**src/rtl/sd_cic_decim.sv**
```systemverilog
// Sinc^ORDER CIC decimator: 1-bit sigma-delta stream in, saturated signed Q1.(DW-1) PCM out
// at one sample per 2^LOG2R accepted bits.
module sd_cic_decim #(
  parameter int DW    = 24,
  parameter int ORDER = 3,
  parameter int LOG2R = 6
) (
  input  logic                 clk,
  input  logic                 rst,
  input  logic                 en,
  input  logic                 sd_in,
  output logic signed [DW-1:0] out,
  output logic                 out_valid
);

  localparam int W  = ORDER*LOG2R + 2;
  localparam int S  = DW - 1 - ORDER*LOG2R;
  localparam int SL = (S > 0) ? S : 0;
  localparam int SR = (S < 0) ? -S : 0;
  localparam int YW = W + SL;

  logic signed [W-1:0]  integ [ORDER];
  logic signed [W-1:0]  dly [ORDER];
  logic signed [W-1:0]  comb_in [ORDER];
  logic signed [W-1:0]  comb_acc;
  logic signed [W-1:0]  x;
  logic signed [W-1:0]  dec;
  logic                 dec_v;
  logic [LOG2R-1:0]     cnt;
  logic signed [YW-1:0] y_ext;
  logic signed [YW-1:0] y_sh;
  logic [YW-DW:0]       y_top;
  logic signed [DW-1:0] y_sat;

  assign x = sd_in ? W'(1) : '1;

  // Integrators and the block counter only move on accepted bits; wrap is intentional.
  always_ff @(posedge clk or posedge rst) begin
    if (rst) begin
      for (int k = 0; k < ORDER; k++) integ[k] <= '0;
      cnt   <= '0;
      dec   <= '0;
      dec_v <= 1'b0;
    end else begin
      dec_v <= 1'b0;
      if (en) begin
        integ[0] <= integ[0] + x;
        for (int k = 1; k < ORDER; k++) integ[k] <= integ[k] + integ[k-1];
        cnt <= cnt + 1'b1;
        if (cnt == '1) begin
          dec   <= integ[ORDER-1];
          dec_v <= 1'b1;
        end
      end
    end
  end

  // Comb chain evaluated combinationally from the captured sample; comb_in[k] is C(k).
  always_comb begin
    comb_acc = dec;
    for (int k = 0; k < ORDER; k++) begin
      comb_in[k] = comb_acc;
      comb_acc   = comb_acc - dly[k];
    end
  end

  assign y_ext = YW'(comb_acc);
  assign y_sh  = (y_ext <<< SL) >>> SR;
  assign y_top = y_sh[YW-1:DW-1];

  // Saturate when the bits above the output sign bit are not a pure sign extension.
  always_comb begin
    if ((&y_top) || !(|y_top))
      y_sat = y_sh[DW-1:0];
    else if (y_sh[YW-1])
      y_sat = {1'b1, {(DW-1){1'b0}}};
    else
      y_sat = {1'b0, {(DW-1){1'b1}}};
  end

  always_ff @(posedge clk or posedge rst) begin
    if (rst) begin
      for (int k = 0; k < ORDER; k++) dly[k] <= '0;
      out       <= '0;
      out_valid <= 1'b0;
    end else begin
      out_valid <= dec_v;
      if (dec_v) begin
        out <= y_sat;
        for (int k = 0; k < ORDER; k++) dly[k] <= comb_in[k];
      end
    end
  end

endmodule
```
**config.mk**
```make
export PLATFORM = sky130hd
export DESIGN_NAME = sd_cic_decim
export DESIGN_NICKNAME = d
export VERILOG_FILES = /design/src/rtl/sd_cic_decim.sv
export SDC_FILE = /design/constraint.sdc
export NUM_CORES = 1
export LEC_CHECK = 0
export BUFFER_PORTS_ARGS = -buffer_cell sky130_fd_sc_hd__buf_2
export CAP_MARGIN = 5
export CELL_PAD_IN_SITES_DETAIL_PLACEMENT = 2
export CELL_PAD_IN_SITES_GLOBAL_PLACEMENT = 2
export CORE_UTILIZATION = 36
export CTS_CLUSTER_DIAMETER = 120
export CTS_CLUSTER_SIZE = 16
export DETAILED_ROUTE_END_ITERATION = 6
export PLACE_DENSITY = 0.8
export SKIP_CTS_REPAIR_TIMING = 1
export SLEW_MARGIN = 40
export SYNTH_ARGS = -nofsm -noshare
export SYNTH_HDL_FRONTEND = slang
export SYNTH_SLANG_ARGS = --single-unit
```
**constraint.sdc**
```tcl
create_clock -name clk -period 7.4 [get_ports clk]
set_input_delay 1.48 -clock clk [delete_from_list [all_inputs] [get_ports clk]]
set_output_delay 1.48 -clock clk [all_outputs]
set_load 0.05 [all_outputs]
```
==> impl_metrics.toml <==
[status]
status = "completed"

[critical_path]
path_class = "reg2reg"
crit_fanout = 11
crit_buf_inv = 2
critPathMostFrequentCell = "sky130_fd_sc_hd__a21oi_1"
cell_class_contributing_the_biggest_share_of_worst_path_delay = "compound AO/OA/AOI/OAI gates"
setup.reg_to_reg.worst_slack_ns = 0.49
critPathLaunchType = "register"
cp-end-kind = "register"
r2r-start = "dec[0]"
cp_slowest_cell = "sky130_fd_sc_hd__or3b_2"
cp.arrival_ns = 7.27
worstPathRequired_ns = 7.76
cp_slowest_stage_delay_ns = 0.47
crit_start = "dec[0]"

[cts]
cts-buffers-inserted = 17
tritoncts = "built"
cts.root.buffer_cell = "sky130_fd_sc_hd__clkbuf_16"
clk_pin_slew_worst_paths_ns = 0.08
clock_tree.htree_level_count = 4
clk_latency_ns = 0.44
cts.sinks = 168
max-clock-path-buffers = 2

[floorplan]
placeableCoreArea_um2 = 31600
top_level_ports = 29
effective_utilization_at_floorplan_pct = 36.6
die_area_um2 = 32900
die_height_um = 181
die_x_um = 181
placementRows = 65

[finish]
layout.cells.most_common_list = "sky130_fd_sc_hd__dfrtp_1, sky130_fd_sc_hd__ha_1, sky130_fd_sc_hd__nand2_1"
fraction_of_layout_instances_using_a_drive_strength_above_1_pct = 12.1
area_growth_syn_to_layout_pct = 9.55
antenna-diode-count = 0
most_frequent_standard_cell_in_the_layout_excluding_fill_and_tap_cells = "sky130_fd_sc_hd__dfrtp_1"
postLayoutCoreUtil_pct = 40.1
final_net_count = 1380

[logic_synthesis]
seq_area_frac_synth_pct = 36.3
synth_cell_type_count = 69
synth.avg_cell_area_um2 = 9.34
number_of_nets_produced_by_synthesis = 1365
ys_async_sr_fraction_pct = 100
postSynthCellCount = 1240
synth_edf_count = 0
syn-cell-area_um2 = 11600
ys_seq_elements = 168
synth_ff_type = "sky130_fd_sc_hd__dfrtp_1"
synthesis.yosys.warnings = 0

[detailed_routing]
totalWireLength_um = 28900
drt-pass1-iter-count = 4
ant_nets = 0
vias = 9139
routed_via_density = 5.48
detail_route.drc_violations = 0
drtIter0Drc = 227
avgRoutedWirePerCell_um = 17.3

[timing]
hold_viol_final = 0
finClkSkew_ns = 0.0148
max_freq_ghz = 0.145
final_min_period_over_clock_period_pct = 93.4
setup_tns_ns = 0
setup_repair_after_global_routing_missed_its_margin = "no"
maxSlewViolCount = 0
worstMarginPinSlew_ns = 0.740
layout_min_cycle_time_ns = 6.91
timing.slew.headroom_pct = 50.7
setup_viol = 0

[placed_design]
dp.final_hpwl_um = 21200
placement.io_buffers = 28
finalWeightedCongestion = 0.787

[grt]
grt_antenna_before_repair = 0
grt_pass1_vias = 10300
grt_overflow = 0
globalRouteTotalUtil_pct = 18.6
grt_first_pass_wirelength_um = 50400
grt_max_degree = 98

[hold_path]
hold_path_class = "reg2reg"
hold_path_startpoint = "cnt[5]"

[job]
maxCapViolations = 0
-- cells in the mapped netlist, drive strengths merged, types with 6 or more instances --
cell type	number	area share, %
o21a	17	1.1
buf	9	0.50
nand2b	14	0.76
o21ai	99	4.3
o21bai	18	1.2
dfrtp	168	36
o211ai	12	0.78
a21oi	90	3.9
inv	99	3.2
mux2	70	6.8
fa	6	1.0
nor2b	14	0.76
nor3	20	0.86
and3	14	0.76
xor2	19	1.4
nand4	7	0.38
or3	7	0.38
o221ai	10	0.76
o2111ai	7	0.68
a221oi	6	0.45
nand2	103	3.3
nand3	18	0.78
nor2	79	2.6
a21o	36	2.3
xnor2	73	5.5
ha	115	12
clkbuf	28	0.91
-- path summary, 6_finish.rpt --
path,to,cells past startpoint
worst min register to register,cnt[5],1
worst max register to register,out[8],30
max in group asynchronous,integ[46],3
worst max-delay path,out[8],30
min in group asynchronous,dly[1],2
worst min-delay path,cnt[5],1
-- layer usage --
layer  track usage (%)  wire length [µm]
met3              2.31               313
met5                 0                 0
met1              21.9             12800
met2              35.2             15300
met4              5.22               472
-- metrics by stage --
step | worst slack [ns] | area (µm²) | cells | hold WS (ns)
floorplan | 1.02 | 11600 | 1240 | 0.406
global placement | 0.596 | 12100 | 1638 | 0.458
detailed placement | 0.268 | 12100 | 1638 | 0.463
CTS | 0.260 | 12700 | 1669 | 0.482
global route | 0.0272 | 12700 | 1669 | 0.501
finish | 0.486 | 12700 | 1669 | 0.473
-- state kept, by name, summed over array words and instances (netlist names) --
name / count
cnt: 6
dec: 20
dec_v: 1
dly: 60
integ: 60
out: 20
out_valid: 1
-- logic make-up (layout without fill, tap and decap cells) --
family | Yosys count | count (layout) | synth area share (%)
buffers and inverters | 136 | 163 | 4.61
AOI/OAI and AO/OA | 348 | 348 | 19.3
muxes | 72 | 72 | 6.98
DFF | 168 | 168 | 36.3
xor gates and xnor gates | 93 | 93 | 7.16
adders and majority gates | 121 | 121 | 13.5
and+or+nand+nor | 302 | 302 | 12.2
-- final cells by class --
class	count	area [µm²]
Sequential cell	168	4210
Tap cell	402	503
Multi-Input combinational cell	936	6850
Fill cell	3497	18900
Timing Repair Buffer	33	185
Clock inverter	14	139
Inverter	99	379
Clock buffer	17	425
Power is not shown: default switching activity piles up to over one toggle a cycle in this logic, so the estimate is an artifact.
